<file path="config.mk">
export PLATFORM = sky130hd
export DESIGN_NAME = regfile_2r1w
export DESIGN_NICKNAME = d
export VERILOG_FILES = /design/src/rtl/regfile_2r1w.sv
export SDC_FILE = /design/constraint.sdc
export NUM_CORES = 2
export LEC_CHECK = 0
export CAP_MARGIN = 20
export CORE_MARGIN = 4
export CORE_UTILIZATION = 35
export CTS_BUF_LIST = sky130_fd_sc_hd__clkbuf_4
export DETAILED_ROUTE_END_ITERATION = 8
export PLACE_DENSITY = 0.6
export SLEW_MARGIN = 40
export SYNTH_ARGS = -nofsm -noshare
export SYNTH_HDL_FRONTEND = slang
export SYNTH_SLANG_ARGS = --single-unit
export TNS_END_PERCENT = 30
</file>
<file path="constraint.sdc">
create_clock -name clk -period 91.3 [get_ports clk]
set_clock_uncertainty 0.15 [all_clocks]
set_input_delay 18.26 -clock clk [delete_from_list [all_inputs] [get_ports clk]]
set_output_delay 18.26 -clock clk [all_outputs]
set_load 0.03 [all_outputs]
</file>
<file path="src/rtl/regfile_2r1w.sv">
// 32 x BITS integer register file: two combinational read ports, one synchronous write port,
// entry ZERO_REG hardwired to zero. Define REGFILE_WRITE_BYPASS_EN for same-cycle write-to-read forwarding.
module regfile_2r1w #(
    parameter int unsigned BITS     = 64,
    parameter int unsigned ADDR_W   = 5,
    parameter int unsigned ZERO_REG = 31
) (
    input  logic              clk,
    input  logic              reset,
    input  logic              RegWrite,
    input  logic [ADDR_W-1:0] WriteRegister,
    input  logic [BITS-1:0]   WriteData,
    input  logic [ADDR_W-1:0] ReadRegister1,
    input  logic [ADDR_W-1:0] ReadRegister2,
    output logic [BITS-1:0]   ReadData1,
    output logic [BITS-1:0]   ReadData2
);

    localparam int unsigned NREG = 2 ** ADDR_W;
    localparam logic [ADDR_W-1:0] ZERO_IDX = ADDR_W'(ZERO_REG);

    logic [BITS-1:0] regs_q [NREG];
    logic [BITS-1:0] regs_d [NREG];
    logic [NREG-1:0] wr_en;
    logic            wr_valid;

    // A write to the zero register never reaches the decoder, so that entry stays at reset value.
    assign wr_valid = RegWrite && (WriteRegister != ZERO_IDX);

    always_comb begin
        wr_en = '0;
        for (int unsigned i = 0; i < NREG; i++) begin
            wr_en[i] = wr_valid && (WriteRegister == ADDR_W'(i));
        end
    end

    always_comb begin
        for (int unsigned i = 0; i < NREG; i++) begin
            regs_d[i] = wr_en[i] ? WriteData : regs_q[i];
        end
    end

    always_ff @(posedge clk or posedge reset) begin
        if (reset) begin
            for (int unsigned i = 0; i < NREG; i++) begin
                regs_q[i] <= '0;
            end
        end else begin
            for (int unsigned i = 0; i < NREG; i++) begin
                regs_q[i] <= regs_d[i];
            end
        end
    end

    function automatic logic [BITS-1:0] read_port(input logic [ADDR_W-1:0] idx);
        logic [BITS-1:0] val;
        val = (idx == ZERO_IDX) ? '0 : regs_q[idx];
`ifdef REGFILE_WRITE_BYPASS_EN
        if (!reset && wr_valid && (WriteRegister == idx)) begin
            val = WriteData;
        end
`endif
        return val;
    endfunction

    always_comb begin
        ReadData1 = read_port(ReadRegister1);
        ReadData2 = read_port(ReadRegister2);
    end

endmodule

</file>
======== Word-level counts from Yosys, hierarchy flattened ========
Index checks and enable logic that the tools add are counted.
storage, ports and cells
  flip-flop bits (word level) ............. 2048
  latch bits .............................. 0
  RAM bits ................................ 0
  bits in read-only memories .............. 0
  input port bits ......................... 82
  output and inout bits ................... 128
  memories kept ........................... 0
cells by class
  $add $sub $neg .......................... 0
  $mul .................................... 0
  divide/modulo/power cells ............... 0
  $lt $le $gt $ge ......................... 2
  eq/ne operators ......................... 34
  shift-type cells ........................ 0
  muxes and demuxes ....................... 8
  bitwise gates (word level) .............. 2
  reduce and logical (&&, ||, !) cells .... 34
operators by type and width
  cell                                                                    count
  64-bit binary-select mux with 5-bit select                              2
  64-bit two-way mux                                                      6
  5-bit equality test (second input constant)                             18
  5-bit by 4-bit equality test with 1-bit output (second input constant)  8
  1-bit logical AND                                                       33
  5-bit by 3-bit equality test with 1-bit output (second input constant)  4
  6-bit >= comparator (second input constant)                             2
  5-bit inverter with 6-bit output                                        2
  5-bit by 2-bit equality test with 1-bit output (second input constant)  2
  5-bit by 1-bit equality test with 1-bit output (second input constant)  1
  5-bit zero test                                                         1
  5-bit != test (second input constant)                                   1

======== Longest topological paths before layout ========
  depth in word-level cells ............... 5
  gate-level depth with buffers ........... 10
  mapped depth without buffers ............ 5

======== Worst setup path before layout ========
No wires, ideal clock.
  kind .................................... input-to-output
  from .................................... in ReadRegister1[1]
  to ...................................... out ReadData1[0]
  arrival time ............................ 20.430 ns
  required time ........................... 72.890 ns
  path slack .............................. 52.460 ns
  cell stages on the path ................. 9
  buffers on the path ..................... 5
  cell sequence ........................... buf_4 -> buf_4 -> buf_4 -> buf_4 -> buf_4 -> nand2_1 -> o22ai_1 -> nor3_1 -> nor4_1
between the ends
  word-level cells in the longest chain between the ends .. 5
  elaborated cells on any way between the ends .. 6
  those cells by class .................... eq/ne (1); mux (4); bitwise (1)
RTL lines
  element                                                 line  text
  from (decl)                                             13    input logic [ADDR_W-1:0] ReadRegister1,
  5-bit inverter with 6-bit output (implied by the code)  57    val = (idx == ZERO_IDX) ? '0 : regs_q[idx];
  64-bit binary-select mux with 5-bit select              57
  64-bit two-way mux (implied by the code) (2 in a row)   57
  64-bit two-way mux (*)                                  57
  to (decl)                                               15    output logic [BITS-1:0] ReadData1,
Every way passes the cells marked *; elsewhere a longest branch is shown, timed or not. The select of a mux whose other input is x is not followed.

======== Final worst setup path ========
  from .................................... in ReadRegister2[1]
  to ...................................... out ReadData2[7]
between the ends
  word-level cells in the longest chain between the ends .. 5
  elaborated cells on any way between the ends .. 6
  those cells by class .................... eq/ne (1); mux (4); bitwise (1)
RTL lines
  element                                                 line  text
  from (decl)                                             14    input logic [ADDR_W-1:0] ReadRegister2,
  5-bit inverter with 6-bit output (implied by the code)  57
  64-bit binary-select mux with 5-bit select              57
  64-bit two-way mux (implied by the code) (2 in a row)   57
  64-bit two-way mux (*)                                  57
  to (decl)                                               16    output logic [BITS-1:0] ReadData2
Marked as above.

==> reports/results.ini <==
[cells_and_area]
largest_reg_flops = 2048
final_cell_mix = dfrtp_1 (2,048), mux2_2 (1,953), clkbuf_4 (794)
largest_registers = regs_q x2048
final_common_cell = dfrtp_1
areaGrowthSynthToFinish_pct = 11.9
drive_gt1_frac = 0.511
fin_nets = 7444
regMostFlops = regs_q
utilization = 0.395

[die]
coreArea_um2 = 307000
die-height_um = 564
ios = 210
start_util = 0.353
rows = 203
die-width_um = 564
dieArea_um2 = 318000

[timing]
drv_slew = 0
hold_violations = 0
fmax_mhz = 23.9
worstMarginPinSlew_ps = 929
period_needed_ps = 41850
tns_ps = 0
whs_ps = 231
rsz0062_at_grt = false
fin_crit_sh = 0.458
slew_headroom = 0.377
final-setup-viol-count = 0
layout_setup_ws_ps = 49450

[drt]
routed_wl_um = 376000
wl_per_cell_um = 31.7
vias_per_cell = 6.07
antenna_left = 0
vias = 71883
drtPass1Iterations = 5
drcViolationCount = 0
drt_iter0_markers = 6342

[cts]
clk_latency_ps = 1310
post_cts_buffers = 0
clock_path_buffers = 4
htreeDepth = 6
path_clk_slew_ps = 60
cts_root_buf = clkbuf_4
cts_made_buffers = 545
cts_resized = 0
clock_sinks = 2048
cts_tree = built
cts_hold_buf = 0

[grt]
grt_util_all_layers = 0.232
gr-total-overflow = 0
grt_pass1_vias = 75418
grt_first_pass_wirelength_um = 543000
antenna_found_initial = 46
grt_max_degree = 154

[place]
numPortBuffers = 209
pre_cts_ws_ps = 49310
dp_hpwl_um = 212000
routabilityCongestion = 0.796

[job]
cap_violations = 0

[setup_path]
cp-end-kind = primary output
critical_path_class = input port to primary output
cp.required_ps = 72890
start_kind = input port
cp.arrival_ps = 23440
critPathMaxFanout = 47

[power_and_ir_drop]
power_uw = 2610
p_per_area_nw_per_um2 = 21.5
peakVddDrop_mv = 0.0113
p_leak_uw = 0.0528

[synthesis]
syn_area_um2 = 108000
avgSynthCellArea_um2 = 14.9
synth.distinct_cells = 45
syn_inst = 7247
yosys_warnings = 0
postSynth.asyncResetShare = 1.00
seq_area_frac_synth = 0.474
synth_edf_count = 0
syn_nets = 7329
synth-seq-cells = 2048
synthFlopType = dfrtp_1

[run_status]
status = complete, no violations

[min_path]
worstHoldPathType = flop to flop

## cell families after synthesis
kind of cell	Yosys count	share of synthesized area
flops	2048	0.474
simple gates	211	0.00934
buf+inv	851	0.0350
mux	3512	0.440
compound gates	625	0.0426
## worst paths after layout
| kind | start | endpoint | slack [ps] | cells past startpoint |
|---|---|---|---|---|
| setup / recovery | ReadRegister2[1] | ReadData2[7] | 49450 | 11 |
| hold / removal | regs_q[41] | regs_q[41] | 230 | 0 |
| setup reg to reg | regs_q[1499] | regs_q[1499] | 90330 | 1 |
| hold reg to reg | regs_q[41] | regs_q[41] | 230 | 0 |
| max in group asynchronous | reset | regs_q[618] | 69850 | 7 |
| min in group asynchronous | reset | regs_q[1154] | 17330 | 2 |
## area by class of cell
| cell class | instances | area [µm²] |
|---|---|---|
| sequential | 2048 | 51200 |
| fill | 28786 | 186000 |
| inverter | 5 | 42.5 |
| multi-input combinational | 4348 | 53800 |
| antenna | 22 | 55.1 |
| clock inverter | 114 | 833 |
| clock buffer | 794 | 5960 |
| tap | 4100 | 5130 |
| timing repair buffer | 414 | 4020 |
## critical path: stages
cell	delay, ps
buf_8	320
buf_4	540
buf_4	570
buf_4	600
buf_4	780
mux4_2	410
mux2i_1	160
nor2_1	50
a2111oi_0	630
a211oi_2	220
clkdlybuf4s50_1	660
## synth_stat cells (2+ instances only)
| library cell | number | area share |
|---|---|---|
| buf_1 | 30 | 0.0010 |
| a21oi_1 | 15 | 0.00069 |
| clkbuf_4 | 3 | 0.00021 |
| mux2_2 | 1953 | 0.20 |
| or2_2 | 4 | 0.00023 |
| mux2i_1 | 727 | 0.067 |
| a211oi_1 | 135 | 0.0094 |
| buf_6 | 6 | 0.00062 |
| dfrtp_1 | 2048 | 0.47 |
| a2111oi_0 | 67 | 0.0054 |
| nand2b_1 | 16 | 0.00092 |
| nand4b_1 | 3 | 0.00024 |
| nand4_1 | 2 | 0.00012 |
| a221o_1 | 5 | 0.00046 |
| o22ai_1 | 136 | 0.0079 |
| nand3_1 | 17 | 0.00079 |
| inv_1 | 2 | 0.000069 |
| buf_2 | 243 | 0.011 |
| o22a_1 | 51 | 0.0041 |
| nor3b_2 | 2 | 0.00023 |
| nand2_1 | 35 | 0.0012 |
| a22o_1 | 6 | 0.00049 |
| nor4_1 | 8 | 0.00046 |
| a31oi_1 | 2 | 0.00012 |
| and2_1 | 2 | 0.00012 |
| mux4_2 | 793 | 0.17 |
| a22oi_1 | 2 | 0.00014 |
| nor2_1 | 85 | 0.0029 |
| nor3_1 | 10 | 0.00046 |
| o21ai_0 | 78 | 0.0036 |
| nor2b_1 | 15 | 0.00087 |
| a21o_1 | 2 | 0.00014 |
| or3_1 | 4 | 0.00023 |
| a221oi_1 | 72 | 0.0058 |
| buf_4 | 62 | 0.0043 |
| o221ai_1 | 53 | 0.0043 |
| and3_1 | 5 | 0.00029 |
| mux2_1 | 39 | 0.0041 |
| inv_2 | 2 | 0.000069 |
| clkbuf_1 | 502 | 0.017 |
## where the power goes
| group | total (µW) | internal [µW] | leakage, µW | switching [µW] |
|---|---|---|---|---|
| combinational | 564 | 321 | 0.0225 | 244 |
| sequential | 1210 | 1080 | 0.0263 | 128 |
| clock | 833 | 436 | 0.00405 | 398 |
## per-stage QoR
step	instance area [µm²]	std cells
finish	121000	11845
global route	121000	11838
CTS	121000	11819
detailed placement	114000	10911
global placement	114000	10889
floorplan	108000	7247
## layer usage
| metal | wire [µm] | GRT usage |
|---|---|---|
| met3 | 29100 | 0.0513 |
| met1 | 157000 | 0.315 |
| met5 | 135 | 0 |
| met2 | 175000 | 0.363 |
| met4 | 15100 | 0.0922 |
Note: power is estimated with default switching activity, not from simulation.
